--- src/rtl/bist_controller.sv ---
// bist_controller
//   Sequences one BIST run: seeds the external LFSR, steps it for a
//   programmed number of patterns, and drives each pattern to the CUT.
//   CUT responses are compacted into a MISR, and the final signature is
//   compared with a golden value.
//
//   Optional feature, enabled by defining BIST_ABORT_EN:
//     adds the bist_abort input and the bist_aborted output. An abort
//     during a run returns the block to IDLE without reporting a result.
//
//   state   | meaning
//   --------+-----------------------------------------------------------
//   IDLE    | waiting for bist_start; nothing driven
//   SEED    | lfsr_load strobe; clear MISR, pattern counter, valid pipe
//   RUN     | lfsr_en high; pattern to CUT; push 1 into the valid pipe
//   DRAIN   | CUT_LAT cycles pushing 0 so the last responses reach MISR
//   COMPARE | register pass = (signature == golden)
//   DONE    | bist_done high; result held until next start or reset

module bist_controller #(
    parameter int                     NUM_BITS  = 4,
    parameter int                     SIG_BITS  = 8,
    parameter int                     CNT_W     = 8,
    parameter int                     CUT_LAT   = 1,
    parameter logic [SIG_BITS-1:0]    MISR_POLY = 8'h1D
) (
    input  logic                  clk,
    input  logic                  n_rst,
    input  logic                  bist_start,
    input  logic [NUM_BITS-1:0]   seed,
    input  logic [CNT_W-1:0]      num_patterns,
    input  logic [SIG_BITS-1:0]   golden_sig,
`ifdef BIST_ABORT_EN
    input  logic                  bist_abort,
    output logic                  bist_aborted,
`endif
    output logic                  lfsr_load,
    output logic                  lfsr_en,
    output logic [NUM_BITS-1:0]   lfsr_seed,
    input  logic [NUM_BITS-1:0]   lfsr_out,
    output logic [NUM_BITS-1:0]   cut_pattern,
    input  logic [SIG_BITS-1:0]   cut_response,
    output logic [SIG_BITS-1:0]   misr_sig,
    output logic                  bist_busy,
    output logic                  bist_done,
    output logic                  bist_pass
);

    typedef enum logic [2:0] {
        S_IDLE    = 3'd0,
        S_SEED    = 3'd1,
        S_RUN     = 3'd2,
        S_DRAIN   = 3'd3,
        S_COMPARE = 3'd4,
        S_DONE    = 3'd5
    } state_t;

    // DRAIN length is held in a small down-counter; CUT_LAT is at most 4.
    localparam logic [2:0] DRAIN_LOAD = 3'(CUT_LAT - 1);

    state_t                 state_q,  state_d;
    logic [NUM_BITS-1:0]    seed_q,   seed_d;
    logic [CNT_W-1:0]       count_q,  count_d;
    logic [SIG_BITS-1:0]    golden_q, golden_d;
    logic [SIG_BITS-1:0]    misr_q,   misr_d;
    logic [CNT_W-1:0]       cnt_q,    cnt_d;
    logic [2:0]             drain_q,  drain_d;
    logic [CUT_LAT-1:0]     vpipe_q,  vpipe_d;
    logic                   pass_q,   pass_d;
`ifdef BIST_ABORT_EN
    logic                   aborted_q, aborted_d;
`endif

    logic                   push_valid;
    logic                   clear_pipe;
    logic                   resp_valid;
    logic                   busy;
    logic [SIG_BITS-1:0]    misr_next;

    assign resp_valid = vpipe_q[CUT_LAT-1];
    assign busy       = (state_q == S_SEED) || (state_q == S_RUN) ||
                        (state_q == S_DRAIN) || (state_q == S_COMPARE);

    // Galois-style MISR step: shift, fold in taps on MSB, xor in response.
    assign misr_next = {misr_q[SIG_BITS-2:0], 1'b0}
                     ^ (misr_q[SIG_BITS-1] ? MISR_POLY : '0)
                     ^ cut_response;

    // State and datapath registers.
    always_ff @(posedge clk or negedge n_rst) begin
        if (!n_rst) begin
            state_q   <= S_IDLE;
            seed_q    <= '0;
            count_q   <= '0;
            golden_q  <= '0;
            misr_q    <= '0;
            cnt_q     <= '0;
            drain_q   <= '0;
            vpipe_q   <= '0;
            pass_q    <= 1'b0;
`ifdef BIST_ABORT_EN
            aborted_q <= 1'b0;
`endif
        end else begin
            state_q   <= state_d;
            seed_q    <= seed_d;
            count_q   <= count_d;
            golden_q  <= golden_d;
            misr_q    <= misr_d;
            cnt_q     <= cnt_d;
            drain_q   <= drain_d;
            vpipe_q   <= vpipe_d;
            pass_q    <= pass_d;
`ifdef BIST_ABORT_EN
            aborted_q <= aborted_d;
`endif
        end
    end

    // Next-state, latching and MISR update.
    always_comb begin
        state_d    = state_q;
        seed_d     = seed_q;
        count_d    = count_q;
        golden_d   = golden_q;
        cnt_d      = cnt_q;
        drain_d    = drain_q;
        pass_d     = pass_q;
        misr_d     = misr_q;
        push_valid = 1'b0;
        clear_pipe = 1'b0;
`ifdef BIST_ABORT_EN
        aborted_d  = aborted_q;
`endif

        if (resp_valid) begin
            misr_d = misr_next;
        end

        case (state_q)
            S_IDLE, S_DONE: begin
                if (bist_start) begin
                    seed_d   = seed;
                    count_d  = num_patterns;
                    golden_d = golden_sig;
                    pass_d   = 1'b0;
`ifdef BIST_ABORT_EN
                    aborted_d = 1'b0;
`endif
                    state_d  = S_SEED;
                end
            end
            S_SEED: begin
                misr_d     = '0;
                cnt_d      = '0;
                clear_pipe = 1'b1;
                drain_d    = DRAIN_LOAD;
                // An empty run still passes through DRAIN so the start-to-done
                // latency is N + CUT_LAT + 2 for every N, including zero.
                state_d    = (count_q != '0) ? S_RUN : S_DRAIN;
            end
            S_RUN: begin
                push_valid = 1'b1;
                cnt_d      = cnt_q + CNT_W'(1);
                if (cnt_q == count_q - CNT_W'(1)) begin
                    drain_d = DRAIN_LOAD;
                    state_d = S_DRAIN;
                end
            end
            S_DRAIN: begin
                if (drain_q == 3'd0) begin
                    state_d = S_COMPARE;
                end else begin
                    drain_d = drain_q - 3'd1;
                end
            end
            S_COMPARE: begin
                pass_d  = (misr_q == golden_q);
                state_d = S_DONE;
            end
            default: begin
                state_d = S_IDLE;
            end
        endcase

`ifdef BIST_ABORT_EN
        if (bist_abort && busy) begin
            state_d    = S_IDLE;
            pass_d     = 1'b0;
            aborted_d  = 1'b1;
            clear_pipe = 1'b1;
        end
`endif
    end

    // Valid pipe: marks the cycle each applied pattern's response is usable.
    always_comb begin
        vpipe_d = '0;
        if (!clear_pipe) begin
            vpipe_d[0] = push_valid;
            for (int i = 1; i < CUT_LAT; i++) begin
                vpipe_d[i] = vpipe_q[i-1];
            end
        end
    end

    assign lfsr_load   = (state_q == S_SEED);
    assign lfsr_en     = (state_q == S_RUN);
    assign lfsr_seed   = seed_q;
    assign cut_pattern = (state_q == S_RUN) ? lfsr_out : '0;
    assign misr_sig    = misr_q;
    assign bist_busy   = busy;
    assign bist_done   = (state_q == S_DONE);
    assign bist_pass   = pass_q;
`ifdef BIST_ABORT_EN
    assign bist_aborted = aborted_q;
`endif

endmodule

--- config.mk ---
export PLATFORM = sky130hd
export DESIGN_NAME = bist_controller
export DESIGN_NICKNAME = d
export VERILOG_FILES = /design/src/rtl/bist_controller.sv
export SDC_FILE = /design/constraint.sdc
export NUM_CORES = 1
export LEC_CHECK = 0
export CORE_MARGIN = 4
export CORE_UTILIZATION = 25
export CTS_CLUSTER_DIAMETER = 200
export CTS_CLUSTER_SIZE = 20
export DETAILED_ROUTE_END_ITERATION = 8
export SYNTH_ARGS = -nofsm -noshare
export SYNTH_HDL_FRONTEND = slang
export SYNTH_SLANG_ARGS = --single-unit
export TNS_END_PERCENT = 10
--- constraint.sdc ---
create_clock -name clk -period 5.6 [get_ports clk]
set_input_delay 0.56 -clock clk [delete_from_list [all_inputs] [get_ports clk]]
set_output_delay 0.56 -clock clk [all_outputs]
set_load 0.02 [all_outputs]
==> PnR_summary.wiki, run 1 <==
{| class="wikitable"
! Metric !! Value
|-
| Count of max-cap constraint violations || 0
|-
| Final weighted congestion in routability-driven placement || 0.789
|-
| Total routing resource utilization after global routing || between 10% and 20%
|-
| IO buf count || 55
|-
| Overall power consumption || 0.00160 W
|-
| Number of standard cells in the final layout excluding fillers || 409
|-
| Met1 usage || around 14%
|-
| First-pass GRT wire length || ~9200 µm
|-
| Worst Setup Path Type || register to output port
|-
| Max-slew violation count || 0
|-
| Placed insts || roughly 400
|-
| Skew-Pair Late Insertion Delay || just under 300 ps
|-
| Number of diodes || 0
|-
| Warnings from Yosys || 0
|-
| Cells along the critical path || or3b_1, inv_1, clkdlybuf4s50_1
|-
| Arr. time, crit path || 2380 ps
|-
| Maximum clock frequency || around 340 MHz
|-
| Post-route ant nets || 0
|-
| Largest net degree at the start of global routing || 45
|-
| Net count after synthesis || about 270
|-
| Number of buffers added by the clock tree synthesis step || 5
|-
| Detailed-route vias per instance || ~4.5
|-
| Vias in the first global route || approximately 1900
|-
| Met3 routing resource usage after global routing || 3.43%
|-
| Layout cells sized above 1 || between 10% and 20%
|-
| DR DRC count || 0
|-
| Power per cell area || 510 mW/mm²
|-
| Flip-flop and latch count after synthesis || 44
|-
| Final Cycle Share || between 50% and 60%
|-
| Final net count || 318
|-
| First-iteration detailed-routing DRC count || 110
|-
| Highest cell delay on the worst timing path || 660 ps
|-
| Final setup viols || 0
|-
| Kind of cell adding the most delay to the critical path || buffers and inverters
|-
| Number of flops mapped to enable cells by yosys || 0
|-
| Commonest cells after routing, fill and taps aside || 54 x sky130_fd_sc_hd__clkdlybuf4s50_1, 44 x sky130_fd_sc_hd__dfrtp_1, 21 x sky130_fd_sc_hd__xnor2_1, 20 x sky130_fd_sc_hd__nor2_1, 17 x sky130_fd_sc_hd__mux2_2
|-
| Number of ports placed on the die boundary || between 50 and 60
|-
| Core footprint || approximately 0.0092 mm²
|-
| Number of setup buffers added after CTS || 0
|-
| Setup repair after global routing missed its margin || no
|-
| Post-CTS Hold Fix Bufs || 0
|-
| Minimum period implied by the final worst setup slack || about 3000 ps
|-
| Placement row count || 35
|-
| Worst-Margin Slew || 988 ps
|-
| Worst min path class || input pin to asynchronous set/reset pin
|-
| Unique cell type count in the Yosys netlist || 44
|-
| Die outline width || around 110 µm
|-
| Register area share after synthesis || between 40% and 50%
|-
| Initial core utilization || 25.7%
|-
| Die area || roughly 0.011 mm²
|-
| Number of antenna violations at the first check in global routing || 0
|-
| Run status || complete, no violations
|-
| Leading cell type in the layout, fill and taps excluded || sky130_fd_sc_hd__clkdlybuf4s50_1
|-
| Crit. End Element || output port
|-
| Buffering stage count on the worst path with inverters included || 2
|-
| Detailed-routing iteration count for the pre-antenna-repair pass || 4
|-
| Bufs on Longest Clock Path || 2
|-
| Final WL || 5410 µm
|-
| Resized cells post-CTS || 0
|-
| Max-slew headroom at the worst pin || between 30% and 40%
|-
| Count of H-tree levels built during CTS || 2
|-
| Cell at the slowest stage of the critical path || sky130_fd_sc_hd__dfrtp_1
|-
| Number of failing hold endpoints at the final stage || 0
|-
| CTS tree || yes
|-
| Dominant synthesized flop cell || sky130_fd_sc_hd__dfrtp_1
|-
| Vertical die dimension || between 100 and 150 µm
|-
| Post-detail-place hpwl || approximately 3900 µm
|-
| Mean cell area of the mapped netlist || 10.5 µm²
|-
| GRT Max-Usage Layer || met2
|-
| Via count of the routed design || between 1500 and 2000
|-
| Clock-pin transition on the worst setup and hold timing paths || ~80 ps
|-
| Leakage || 1.28 nW
|-
| Fraction of registers with async set/reset || 100%
|-
| Kind of start point of the critical path || register
|-
| Summed instance area of the synthesized netlist || around 0.0024 mm²
|-
| Global-route track usage on met2 || ~15%
|-
| Clock tree sinks || 44
|-
| Layout Skew || roughly 7.7 ps
|-
| Congestion Overflow GR || 0
|-
| Critical path fanouts, max || 17
|-
| CTS Root Cell || sky130_fd_sc_hd__clkbuf_8
|-
| Worst vdd rail ir drop || approximately 0.20 mV
|-
| Average routed wire per standard cell || around 13 µm
|-
| Sum Neg Setup Slack || 0 ps
|-
| Critical Path RT || ~5000 ps
|-
| Instance count of the mapped netlist || between 200 and 250
|-
| Area grow syn2layout || 32.4%
|}
[kinds of logic (layout without fill, tap and decap cells)]
kind of cell | count (synthesis) | count (layout) | synth area share [%]
AND/OR/NAND/NOR | 65 | 65 | 14.2
flip-flops | 44 | 44 | 46.4
AO/OA/AOI/OAI | 37 | 37 | 10.5
XOR/XNOR | 29 | 29 | 11.3
multiplexers | 25 | 25 | 11.5
buffers and inverters | 21 | 75 | 3.58
adder cells (fa/ha/maj) | 5 | 5 | 2.53
[worst reg2reg max path, delay by kind of cell (launching register included)]
family                   cells  cell delay [ps]
AO/OA/AOI/OAI                4              710
XOR/XNOR                     1              440
adder cells (fa/ha/maj)      1              340
buffers and inverters        1              110
flip-flops                   1              460
[report_power, final]
group	internal, W	switching [W]	total, W
combinational	0.000417	0.000361	0.000778
sequential	0.000444	0.000180	0.000623
clock	0.000101	0.000102	0.000203
[layer usage]
metal	routed length, µm	up-vias
li1	-	907
met1	2540	883
met3	363	6
met4	77	0
met2	2430	45
met5	0	-
[flip-flops by register name, indices dropped and copies added (netlist names), 3 cells and up]
| signal | count |
|---|---|
| cnt_q | 8 |
| count_q | 8 |
| drain_q | 3 |
| golden_q | 8 |
| lfsr_seed | 4 |
| misr_sig | 8 |
| state_q | 3 |
[path summary, 6_finish.rpt]
path                                           from                  endpoint  slack, ps  cells past startpoint
min in group clk           lfsr_seed[3]$_DFFE_PN0P_  lfsr_seed[3]$_DFFE_PN0P_        490                      1
min                                           n_rst    drain_q[1]$_DFFE_PN0P_        420                      1
max                          state_q[1]$_DFFE_PN0P_                   lfsr_en       2660                      3
max in group asynchronous                     n_rst   golden_q[5]$_DFFE_PN0P_       4560                      1
min reg2reg                lfsr_seed[3]$_DFFE_PN0P_  lfsr_seed[3]$_DFFE_PN0P_        490                      1
max reg2reg                  count_q[0]$_DFFE_PN0P_    state_q[0]$_DFFE_PN0P_       3440                      7
[cells in the mapped netlist (2+ instances only)]
library cell                 n  area share [%]
sky130_fd_sc_hd__dfrtp_1    44              46
sky130_fd_sc_hd__xnor2_1    21             7.7
sky130_fd_sc_hd__nor2_1     20             3.2
sky130_fd_sc_hd__mux2_2     17             8.1
sky130_fd_sc_hd__o21ai_0    13             2.7
sky130_fd_sc_hd__inv_1      10             1.6
sky130_fd_sc_hd__nand2_1    10             1.6
sky130_fd_sc_hd__and3_1      8             2.1
sky130_fd_sc_hd__mux2i_1     7             3.0
sky130_fd_sc_hd__xor2_1      7             2.6
sky130_fd_sc_hd__a211oi_1    5             1.6
sky130_fd_sc_hd__a21oi_1     5             1.1
sky130_fd_sc_hd__clkbuf_1    5            0.79
sky130_fd_sc_hd__nor3_1      5             1.1
sky130_fd_sc_hd__buf_2       4            0.84
sky130_fd_sc_hd__ha_1        4             2.1
sky130_fd_sc_hd__nand2b_1    4             1.1
sky130_fd_sc_hd__nand4_1     4             1.1
sky130_fd_sc_hd__nor4_1      3            0.79
sky130_fd_sc_hd__o31ai_1     3            0.95
sky130_fd_sc_hd__nand3_1     2            0.42
sky130_fd_sc_hd__nor2b_1     2            0.53
sky130_fd_sc_hd__o2111ai_1   2            0.74
[metrics by stage]
| stage | hold slack [ps] | area (µm²) | setup slack (ps) | utilization [%] |
|---|---|---|---|---|
| 5_1_grt | 501 | 3140 | 2550 | 34.0 |
| 3_3_place_gp | 468 | 3050 | 3040 | 33.0 |
| 4_1_cts | 470 | 3140 | 2670 | 34.0 |
| 2_1_floorplan | 264 | 2370 | 3630 | - |
| 6_report | 416 | 3140 | 2660 | 34.0 |
| 3_5_place_dp | 478 | 3050 | 2990 | 33.0 |
[final cells by class]
type,instances,area [µm²]
well taps,129,161
repair buffers,56,553
fillers,949,6100
clock buffers,8,90.1
inverters,11,41.3
flip-flops and latches,44,1100
multi-input cells,161,1200
Note: power is estimated with default switching activity, not from simulation.
==> run 2, diff against run 1 <==
==> constraint.sdc (replaced) <==
create_clock -name clk -period 2.8 [get_ports clk]
set_input_delay 0.28 -clock clk [delete_from_list [all_inputs] [get_ports clk]]
set_output_delay 0.28 -clock clk [all_outputs]
set_load 0.02 [all_outputs]
==> PnR_summary.wiki, run 2 (same netlist as run 1, synthesis figures left out) <==
{| class="wikitable"
! Metric !! Value
|-
| Number of failing hold endpoints at the final stage || 0 (unchanged)
|-
| Layout cells sized above 1 || 11.3% (was 10.0%)
|-
| Bufs on Longest Clock Path || 2 (unchanged)
|-
| Detailed-routing iteration count for the pre-antenna-repair pass || 4 (unchanged)
|-
| Final setup viols || 0 (unchanged)
|-
| Pre-CTS worst setup slack || 592 ps (was 2990 ps)
|-
| Number of antenna violations at the first check in global routing || 0 (unchanged)
|-
| Vias in the first global route || 1864 (was 1906)
|-
| Fill cells || 956 (was 949)
|-
| Count of H-tree levels built during CTS || 2 (unchanged)
|-
| Critical Path RT || 2520 ps (was 5040 ps)
|-
| Core occupancy in the finished layout || 34.3% (was 34.0%)
|-
| Setup repair after global routing missed its margin || no (unchanged)
|-
| Sum Neg Setup Slack || 0 ps (unchanged)
|-
| Resized cells post-CTS || 0 (unchanged)
|-
| Final WL || 5580 µm (was 5410 µm)
|-
| Post-route ant nets || 0 (unchanged)
|-
| Initial core utilization || 25.7% (unchanged)
|-
| DR DRC count || 0 (unchanged)
|-
| Largest net degree at the start of global routing || 45 (unchanged)
|-
| Number of buffers added by the clock tree synthesis step || 5 (unchanged)
|-
| IO buf count || 55 (unchanged)
|-
| Maximum clock frequency || 394 MHz
|-
| Die outline width || 105 µm (unchanged)
|-
| Placement row count || 35 (unchanged)
|-
| Worst vdd rail ir drop || 0.358 mV (was 0.205 mV)
|-
| Internal power consumption || 0.00194 W (was 0.000961 W)
|-
| Skew-Pair Late Insertion Delay || 310 ps (was 290 ps)
|-
| Worst min path class || input pin to asynchronous set/reset pin (unchanged)
|-
| Vertical die dimension || 105 µm (unchanged)
|-
| Final Cycle Share || 90.6%
|-
| Final weighted congestion in routability-driven placement || 0.793 (was 0.789)
|-
| Average routed wire per standard cell || 13.6 µm (was 13.2 µm)
|-
| Final setup margin || 264 ps (was 2660 ps)
|-
| Run status || complete, no violations (unchanged)
|-
| Kind of start point of the critical path || register (unchanged)
|-
| Worst Setup Path Type || register to output port (unchanged)
|-
| Relative contribution of sequential cells to total power || 37.3% (was 38.9%)
|-
| Leading cell type in the layout, fill and taps excluded || sky130_fd_sc_hd__clkdlybuf4s50_1 (unchanged)
|-
| Max-slew headroom at the worst pin || 31.8% (was 34.2%)
|-
| Die area || 0.0111 mm² (unchanged)
|-
| Number of ports placed on the die boundary || 56 (unchanged)
|-
| Minimum period implied by the final worst setup slack || 2540 ps
|-
| Post-detail-place hpwl || 4100 µm (was 3910 µm)
|-
| Via count of the routed design || 1873 (was 1841)
|-
| Commonest cells after routing, fill and taps aside || 54 x sky130_fd_sc_hd__clkdlybuf4s50_1, 44 x sky130_fd_sc_hd__dfrtp_1, 21 x sky130_fd_sc_hd__xnor2_1, 20 x sky130_fd_sc_hd__nor2_1, 17 x sky130_fd_sc_hd__mux2_2 (unchanged)
|-
| Critical path fanouts, max || 15 (was 17)
|-
| Finished Cell Area || 0.00317 mm² (was 0.00314 mm²)
|-
| Core footprint || 0.00924 mm² (unchanged)
|-
| Number of diodes || 0 (unchanged)
|-
| Power dissipated by switching net loads || 0.00132 W (was 0.000643 W)
|-
| Max-slew violation count || 0 (unchanged)
|-
| Congestion Overflow GR || 0 (unchanged)
|-
| Part of the total power dissipated in the clock network || 13.4% (was 12.6%)
|-
| Arr. time, crit path || 2260 ps (was 2380 ps)
|-
| Combinational share of power || 49.3% (was 48.5%)
|-
| Worst-Margin Slew || 1020 ps (was 988 ps)
|-
| Final net count || 320 (was 318)
|-
| Leakage || 1.29 nW (was 1.28 nW)
|-
| Detailed-route vias per instance || 4.56 (was 4.50)
|-
| Count of max-cap constraint violations || 0 (unchanged)
|-
| Total placed instance area || 0.00307 mm² (was 0.00305 mm²)
|-
| First-pass GRT wire length || 9500 µm (was 9240 µm)
|-
| Power per cell area || 1030 mW/mm² (was 510 mW/mm²)
|-
| Clock-pin transition on the worst setup and hold timing paths || 90 ps (was 80 ps)
|-
| Area grow syn2layout || 33.4% (was 32.4%)
|-
| First-iteration detailed-routing DRC count || 106 (was 110)
|-
| Switching part of the total power || 40.5% (was 40.1%)
|-
| CTS Root Cell || sky130_fd_sc_hd__clkbuf_8 (unchanged)
|-
| Clock tree sinks || 44 (unchanged)
|-
| Total routing resource utilization after global routing || 10.5% (was 10.3%)
|-
| Layout Skew || 11.4 ps (was 7.71 ps)
|-
| Post-CTS Hold Fix Bufs || 0 (unchanged)
|-
| Number of setup buffers added after CTS || 0 (unchanged)
|-
| CTS tree || yes (unchanged)
|-
| Crit. End Element || output port (unchanged)
|}
==> run 2: final cells by class <==
type / instances / area [µm²] / share of cell area (%)
Clock buffer: 6 / 82.6 / 2.61
Clock inverter: 2 / 15.0 / 0.474
Inverter: 11 / 41.3 / 1.30
Multi-Input combinational cell: 161 / 1200 / 37.8
Sequential cell: 44 / 1100 / 34.8
Tap cell: 129 / 161 / 5.10
Timing Repair Buffer: 58 / 568 / 17.9
==> run 2: metal layers <==
layer,vias to the layer above,part of all wire (%),track usage [%],wire length (µm)
met5,-,0,0,0
met4,0,1.0,3.09,58
met3,5,5.9,3.37,329
met2,53,46,16.3,2600
met1,910,47,14.1,2600
li1,905,-,-,-
==> run 2: path summary, 6_finish.rpt <==
path	from	endpoint	slack (ps)	depth (start not counted)
worst min-delay path	n_rst	cnt_q[2]$_DFFE_PN0N_	140	1
min in group clk	lfsr_seed[3]$_DFFE_PN0P_	lfsr_seed[3]$_DFFE_PN0P_	490	1
worst max register to register	count_q[0]$_DFFE_PN0P_	state_q[0]$_DFFE_PN0P_	650	7
worst min register to register	lfsr_seed[3]$_DFFE_PN0P_	lfsr_seed[3]$_DFFE_PN0P_	490	1
max in group asynchronous	n_rst	lfsr_seed[1]$_DFFE_PN0P_	2020	1
worst max-delay path	state_q[0]$_DFFE_PN0P_	lfsr_en	260	3
==> run 2: power by group through the flow <==
stage / Sequential [W] / Clock (W) / Combinational (W)
floorplan: 0.00121 / 0 / 0.00107
global placement: 0.00122 / 0 / 0.00159
detailed placement: 0.00123 / 0 / 0.00162
CTS: 0.00122 / 0.000450 / 0.00163
global route: 0.00127 / 0.000475 / 0.00177
finish: 0.00121 / 0.000437 / 0.00160
==> run 2: metrics by stage <==
step	instances	hold WS, ps	power, W
finish	411	136	0.00326
global route	411	216	0.00351
CTS	411	176	0.00329
detailed placement	403	477	0.00285
global placement	403	468	0.00282
floorplan	226	-15.6	0.00228
==> run 2: worst max-delay path: stages (launching register included) <==
cell and delay [ps]:
sky130_fd_sc_hd__dfrtp_1 540, sky130_fd_sc_hd__or3b_1 560, sky130_fd_sc_hd__inv_1 210, sky130_fd_sc_hd__clkdlybuf4s50_1 640
